--- config.mk ---
export PLATFORM = sky130hd
export DESIGN_NAME = mult_seq
export DESIGN_NICKNAME = d
export VERILOG_FILES = /design/src/rtl/mult_pkg.sv /design/src/rtl/adder.sv /design/src/rtl/mult_seq.sv
export SDC_FILE = /design/constraint.sdc
export NUM_CORES = 1
export LEC_CHECK = 0
export BUFFER_PORTS_ARGS = -buffer_cell sky130_fd_sc_hd__buf_2
export CAP_MARGIN = 20
export CORE_MARGIN = 4
export CORE_UTILIZATION = 30
export CTS_BUF_LIST = sky130_fd_sc_hd__clkbuf_4 sky130_fd_sc_hd__clkbuf_8
export DETAILED_ROUTE_END_ITERATION = 10
export GPL_TIMING_DRIVEN = 0
export RECOVER_POWER = 50
export SLEW_MARGIN = 20
export SYNTH_ARGS = -nofsm -noshare
export SYNTH_HDL_FRONTEND = slang
export SYNTH_SLANG_ARGS = --single-unit
--- constraint.sdc ---
create_clock -name clk -period 15.57 [get_ports clk]
set_clock_uncertainty 0.15 [all_clocks]
set_input_delay 0.7785 -clock clk [delete_from_list [all_inputs] [get_ports clk]]
set_output_delay 0.7785 -clock clk [all_outputs]
set_load 0.03 [all_outputs]
--- src/rtl/mult_pkg.sv ---
// Shared types and helpers for the sequential multiplier.
// FSM state encoding and counter sizing live here.
package mult_pkg;

    typedef enum logic [1:0] {
        IDLE,
        RUN,
        DONE
    } mult_state_t;

    // Bits needed to hold a count from w down to 0.
    function automatic int cnt_width(input int w);
        return $clog2(w + 1);
    endfunction

endpackage

--- src/rtl/adder.sv ---
// Plain unsigned adder, shared by every iteration.
// Width n is the full result width; no carry-out.
module adder #(
    parameter int n = 33
) (
    input  logic [n-1:0] a,
    input  logic [n-1:0] b,
    output logic [n-1:0] s
);

    assign s = a + b;

endmodule

--- src/rtl/mult_seq.sv ---
// Sequential shift-and-add n x n -> 2n unsigned multiplier.
// One add per cycle; start/busy/done handshake for stalling.
module mult_seq
    import mult_pkg::*;
#(
    parameter int n = 32
) (
    input  logic           clk,
    input  logic           reset,
    input  logic           start,
    input  logic [n-1:0]   A,
    input  logic [n-1:0]   B,
    output logic           busy,
    output logic           done,
    output logic [2*n-1:0] P
);

    localparam int CW = cnt_width(n);

    mult_state_t state;
    mult_state_t state_nx;

    logic [n-1:0]  mcand;
    logic [n-1:0]  hi;
    logic [n-1:0]  lo;
    logic [CW-1:0] cnt;
    logic [n:0]    hi_ext;
    logic [n:0]    addend;
    logic [n:0]    sum;
    logic          accept;
    logic          last;

    // A request is only taken when no product is in flight.
    assign accept = start && (state != RUN);
    assign last   = (state == RUN) && (cnt == CW'(1));

    // Partial product: multiplicand gated by the current multiplier bit.
    assign hi_ext = {1'b0, hi};
    assign addend = lo[0] ? {1'b0, mcand} : '0;

    adder #(
        .n(n + 1)
    ) u_adder (
        .a(hi_ext),
        .b(addend),
        .s(sum)
    );

    // Next-state decode; start is ignored while running.
    always_comb begin
        state_nx = state;
        unique case (state)
            IDLE: begin
                if (start)
                    state_nx = RUN;
            end
            RUN: begin
                if (cnt == CW'(1))
                    state_nx = DONE;
            end
            DONE: begin
                state_nx = start ? RUN : IDLE;
            end
            default: state_nx = IDLE;
        endcase
    end

    // State register with registered busy/done decoded from next state.
    always_ff @(posedge clk or posedge reset) begin
        if (reset) begin
            state <= IDLE;
            busy  <= 1'b0;
            done  <= 1'b0;
        end else begin
            state <= state_nx;
            busy  <= (state_nx == RUN);
            done  <= (state_nx == DONE);
        end
    end

    // Operand capture and one shift-add step per RUN cycle.
    always_ff @(posedge clk or posedge reset) begin
        if (reset) begin
            mcand <= '0;
            hi    <= '0;
            lo    <= '0;
            cnt   <= '0;
        end else if (accept) begin
            mcand <= A;
            hi    <= '0;
            lo    <= B;
            cnt   <= CW'(n);
        end else if (state == RUN) begin
            hi  <= sum[n:1];
            lo  <= {sum[0], lo[n-1:1]};
            cnt <= cnt - CW'(1);
        end
    end

    // Product register, written only on the final iteration.
    always_ff @(posedge clk or posedge reset) begin
        if (reset)
            P <= '0;
        else if (last)
            P <= {sum[n:1], sum[0], lo[n-1:1]};
    end

endmodule

==> impl_results.md, run 1 <==
* Ant diodes at 0
* Post-DP HPWL at 18.55 mm
* Share of layout cells above drive strength 1 at 17.15%
* Setup violations, final at 0
* Post-CTS sizing at 0
* Overflow after GRT at 0
* Cell count after synthesis at 937
* Total GRT Usage at 15.54%
* Status: finished with violations
* Nets@finish at 1191
* Max Fclk at between 100 and 150 MHz
* Design area at 10340 sq um
* CP max stage delay at around 3.4 ns
* Max Cap Violations at 2
* Chip width at between 150 and 200 um
* Die H at ~180 um
* Final GP Congestion at between 0.9 and 1
* P_leak at slightly below 5 nW
* Mean post-synth cell area at between 9 and 10 sq um
* Final hold viol count at 0
* Synth area leader: dfrtp_1
* Hold-fix buffers, CTS at 0
* CTS buffer count at 17
* Worst-path maximum fanout at 87
* H-Tree Depth at 4
* Crit-path slowest cell: clkbuf_1
* Cell row count at 62
* DRT met1 WL at 12.66 mm
* Post-synthesis net count at approximately 1000
* Startpoint types: primary input
* Ys async rst share at 100.0%
* CTS Root Cell: clkbuf_8
* Critical path data required time at 15.34 ns
* WS Path Type: in2async
* Largest net degree at the start of global routing at between 80 and 90
* CTS clk-pin slew, worst paths at between 0.1 and 0.15 ns
* Worst-Skew Late Latency at about 0.48 ns
* Post-synth top area share at between 40% and 50%
* Core area at 28860 sq um
* Netlist cell types at 63
* Area grow syn2layout at 17.13%
* Peak supply drop at ~0.08 mV
* DRC violations left at 0
* Hold Crit Class: reg2reg
* Number of vias per cell at 4.932
* IO Count at about 130
* Antenna-violating nets left at 0
* Clk sinks at 170
* Top Metal Used: met4
* RSZ-0062 raised after global routing: no
* Violated checks: max-capacitance violations, max-slew violations
* Register area share after synthesis at 48.17%
* EDFF count, synth at 0
* Port buffer count at approximately 130
* Starting Density at between 30% and 40%
* Arrival time at the worst endpoint at approximately 7.5 ns
* Die area at 32250 sq um
* Ys Warns at 0
* Via count at 7329
* Initial DRC count at around 570
* Iteration count of the initial detailed-routing pass at 5
* Met3 WL at approximately 1.5 mm
* Routed WL per cell at roughly 17 um
* P per Cell Area at 194.6 nW/um^2
* Top cells by area, synth: dfrtp_1 (48%), nand2_1 (8.9%), o21ai_0 (5.4%), ha_1 (4.8%), mux2_2 (4.1%)
* Worst slew pin tran at 4.843 ns
* Commonest register cell after synthesis: dfrtp_1
* Final period util at 49.40%
* CTS tree: done
* First-pass GRT wire length at between 40 and 50 mm
* Tmin final at just under 8 ns
* WL met2 at 10.87 mm
* Final slew viol count at between 100 and 150
* Critical path endpoint category: async pin
* Max-Slew Margin vs Limit at -222.8%
* Yosys reg bits at 170
* Vias in the first global route at ~7300
* Longest Clk Path Bufs at 2
* Cell Chain, Critical Path: buf_2, clkinvlp_2, clkbuf_1, clkbuf_1
* Cell Area, Synth at slightly below 9000 sq um
* Postcts setup bufs at 0
* Total Wirelength at 25.29 mm
* Post-layout util at 35.85%
* Placed inst area at around 10000 sq um
* Initial antenna violation count at 0
* Most frequent CP cell: clkbuf_1
* Setup total negative slack at 0 ns
==> sequential cells by signal, indices dropped and copies added, names as in the netlist <==
name and cells:
state 2, P 64, busy 1, lo 32, hi 32, cnt 6, done 1, mcand 32
==> cell families after synthesis <==
kind of cell / count (synthesis) / synth area share [%]
mux: 66 / 7.933
simple gates: 366 / 19.03
flops: 170 / 48.17
fa+ha+maj: 35 / 5.043
xor+xnor: 21 / 2.082
compound gates: 207 / 14.59
buf+inv: 72 / 3.159
==> area by class of cell <==
cell class              instances  area (sq um)
flip-flops and latches        170          4254
repair buffers                133         624.3
multi-input cells             695          4299
clock inverters                15         172.7
plain buffers                  56         219.0
well taps                     384         480.5
fillers                      3028         18510
clock buffers                  17         234.0
inverters                      16         61.31
==> worst max-delay path: cells and delay by family <==
kind,cells,cell delay [ns]
buf+inv,4,6.58
==> layer usage <==
metal | track usage (%) | vias to the layer above
li1 | - | 3583
met1 | 22.96 | 3505
met2 | 23.22 | 227
met3 | 3.719 | 14
met4 | 3.322 | 0
met5 | 0 | -
==> layout by cell type (no fill, tap or decap), types with 17 or more instances in the layout <==
master / n
nand2_1: 209
dfrtp_1: 170
buf_2: 106
o21ai_0: 96
clkbuf_1: 76
nand3_1: 44
and2_1: 36
mux2i_1: 34
ha_1: 34
mux2_2: 32
a21oi_1: 31
nor2_1: 20
clkbuf_8: 17
==> power by group <==
part | leakage [nW] | total (W) | switching, W | internal (W)
Combinational | 2.61 | 0.000966 | 0.000617 | 0.000349
Clock | 0.206 | 0.000328 | 0.000204 | 0.000123
Sequential | 2.05 | 0.000720 | 0.000104 | 0.000616
==> Yosys cell counts (5+ instances only) <==
cell and count:
nor2_1 20, nand2_1 209, or3_1 8, buf_1 6, nand3_1 44, a21oi_1 31, or4_1 5, and2_1 36
o21bai_1 6, buf_2 6, inv_1 15, dfrtp_1 170, mux2i_1 34, mux2_2 32, and3_1 8, a21o_1 16
nand4_1 11, ha_1 34, xnor2_1 15, xor2_1 6, o31ai_1 8, nor3_1 9, clkbuf_1 43, o21ai_0 96
==> final timing paths <==
check	start	endpoint	slack (ns)	cells past startpoint
setup / recovery	reset	hi[8]	7.88	4
hold / removal	P[18]	P[18]	0.33	2
setup reg to reg	lo[0]	P[61]	11.81	10
hold reg to reg	P[18]	P[18]	0.33	2
max in group clk	lo[0]	P[61]	11.81	10
min in group asynchronous	reset	P[18]	0.39	2
==> per-stage QoR <==
step	setup slack, ns	hold WS, ns	power [W]	cells
after floorplan	10.04	0.3100	0.001418	937
after global placement	7.798	0.3035	0.001673	1452
after detailed placement	11.74	0.3086	0.001696	1454
after CTS	11.71	0.05127	0.002029	1486
after global routing	6.181	0.3431	0.002179	1486
final	7.878	0.3309	0.002013	1486
Power figures use the tool's default switching activity.
==> run 2: changes to the inputs <==
==> constraint.sdc (replaced) <==
create_clock -name clk -period 7.66 [get_ports clk]
set_clock_uncertainty 0.15 [all_clocks]
set_input_delay 0.383 -clock clk [delete_from_list [all_inputs] [get_ports clk]]
set_output_delay 0.383 -clock clk [all_outputs]
set_load 0.03 [all_outputs]
==> impl_results.md, run 2 (synthesis results as in run 1) <==
* Setup violations, final at 0 (unchanged)
* Postcts setup bufs at 0 (unchanged)
* Initial DRC count at 581 (+1.2%)
* Max-Slew Margin vs Limit at -109.5% (+110 points)
* Arrival time at the worst endpoint at 4.61 ns (-2.85 ns)
* Biggest register: P
* P per Cell Area at 384.2 nW/um^2 (+97%)
* R2R Setup Slk at 3.95 ns (-7.86 ns)
* Antenna-violating nets left at 0 (unchanged)
* Most common cell after layout, fill and taps aside: nand2_1
* Most frequent cells in the layout: nand2_1 (209), dfrtp_1 (170), clkbuf_1 (110)
* Post-layout util at 36.92% (+1.1 points)
* Setup total negative slack at 0 ns (unchanged)
* CTS clk-pin slew, worst paths at 0.12 ns (about the same)
* Peak supply drop at 0.1618 mV (+100%)
* Routed WL per cell at 16.74 um (-1.6%)
* IO Count at 133 (unchanged)
* Iteration count of the initial detailed-routing pass at 8 (+3)
* Port buffer count at 131 (unchanged)
* Largest net degree at the start of global routing at 88 (unchanged)
* Max reg flops at 64 (unchanged)
* H-Tree Depth at 4 (unchanged)
* Total Wirelength at 25.42 mm (+0.54%)
* Overflow after GRT at 0 (unchanged)
* Startpoint types: primary input
* Total GRT Usage at 15.65% (+0.12 points)
* Placed inst area at 10030 sq um (unchanged)
* Starting Density at 30.61% (unchanged)
* Post-Place Cells at 1454 (unchanged)
* RSZ-0062 raised after global routing: no
* P_leak at 4.908 nW (+0.88%)
* Longest Clk Path Bufs at 2 (unchanged)
* CTS tree: done
* Area grow syn2layout at 20.64%
* Hold slack at 0.04602 ns (-0.2849 ns)
* Hold Crit Class: in2reg
* Layout fillers at 3017 (-0.36%)
* Core area at 28860 sq um (unchanged)
* Share of layout cells above drive strength 1 at 13.66% (-3.5 points)
* End of the worst register-to-register path: P[61]
* Ant diodes at 0 (unchanged)
* Die area at 32250 sq um (unchanged)
* Non-Filler Instances at 1519 (+2.2%)
* Worst-Skew Late Latency at 0.47 ns (about the same)
* Final period util at roughly 64%
* DRC violations left at 0 (unchanged)
* Reg2reg path depth at 10 (unchanged)
* Final GP Congestion at 0.9468 (unchanged)
* CTS buffer count at 17 (unchanged)
* Final hold viol count at 0 (unchanged)
* Number of vias per cell at 4.903 (-0.60%)
* R2r startpoint: lo[0]
* First-pass GRT wire length at 40.98 mm (+0.94%)
* Critical path endpoint category: async pin
* CTS Root Cell: clkbuf_8
* Hold_sp: B[21]
* Critical path data required time at 7.40 ns (-7.94 ns)
* Worst-path maximum fanout at 87 (unchanged)
* WS Path Type: in2async
* Nets@finish at 1224 (+2.8%)
* Hold path cells at 3 (+1)
* Post-DP HPWL at 18.55 mm (unchanged)
* Cell row count at 62 (unchanged)
* Final slew viol count at 57 (-61%)
* Clk sinks at 170 (unchanged)
* Design area at 10660 sq um (+3.0%)
* Die H at 179.6 um (unchanged)
* Worst slew pin tran at 3.143 ns (-1.700 ns)
* Hold Path End: lo[21]
* Max Fclk at 205.4 MHz
* Max Cap Violations at 1 (-1)
* Tmin final at roughly 5 ns
* Chip width at 179.6 um (unchanged)
* Status: finished with violations
* Initial antenna violation count at 0 (unchanged)
* Vias in the first global route at 7354 (+1.2%)
* Violated checks: max-capacitance violations, max-slew violations
* Via count at 7447 (+1.6%)
==> run 2: cell count changes in the layout (fill, tap and decap cells not counted), sizes merged <==
cell	before	now
buf	112	78
clkbuf	94	128
dlygate4sd3	0	33
==> run 2: critical path: stages <==
cell and delay [ns]:
dlygate4sd3_1 0.53, buf_2 0.12, clkinvlp_2 0.80, buf_16 0.42, clkbuf_1 2.24
==> run 2: report_power, final <==
group / switching [W] / internal, W
Sequential: 0.000214 / 0.00125
Combinational: 0.00126 / 0.000708
Clock: 0.000414 / 0.000251
Total: 0.00188 / 0.00221
==> run 2: through the flow <==
step                      power, W  setup slack, ns
final                     0.004093            2.792
after global routing      0.004433            1.778
after CTS                 0.004137            3.802
after detailed placement  0.003448            3.835
after global placement    0.003401           0.2831
after floorplan           0.002882            2.524
==> run 2: layout make-up <==
cell class,count,area (sq um),share of cell area [%]
Multi-Input combinational cell,695,4299,40.35
Sequential cell,170,4254,39.92
Timing Repair Buffer,166,934.6,8.772
Tap cell,384,480.5,4.509
Clock buffer,17,234.0,2.196
Buffer,56,219.0,2.055
Clock inverter,15,172.7,1.620
Inverter,16,61.31,0.5754
==> run 2: worst max-delay path by stage <==
stage / from / to / slack, ns / depth (start not counted)
6_report: reset / hi[8] / 2.79 / 5
5_1_grt: reset / hi[8] / 1.78 / 5
4_1_cts: lo[0] / P[61] / 3.80 / 10
3_5_place_dp: lo[0] / P[61] / 3.83 / 10
3_3_place_gp: reset / mcand[12] / 0.28 / 2
2_1_floorplan: reset / P[0] / 2.52 / 1
==> run 2: per-layer routing <==
layer,vias up,GRT usage (%),routed length [um]
met5,-,0,0
met4,0,3.322,257
met3,10,3.678,1696
met2,253,23.54,11070
met1,3540,23.07,12400
li1,3644,-,-
==> run 2: what timing repair did <==
item,4_1_cts,5_1_grt
hold buffers,33,0
resized for setup,0,0
endpoints found under the hold margin,60,0
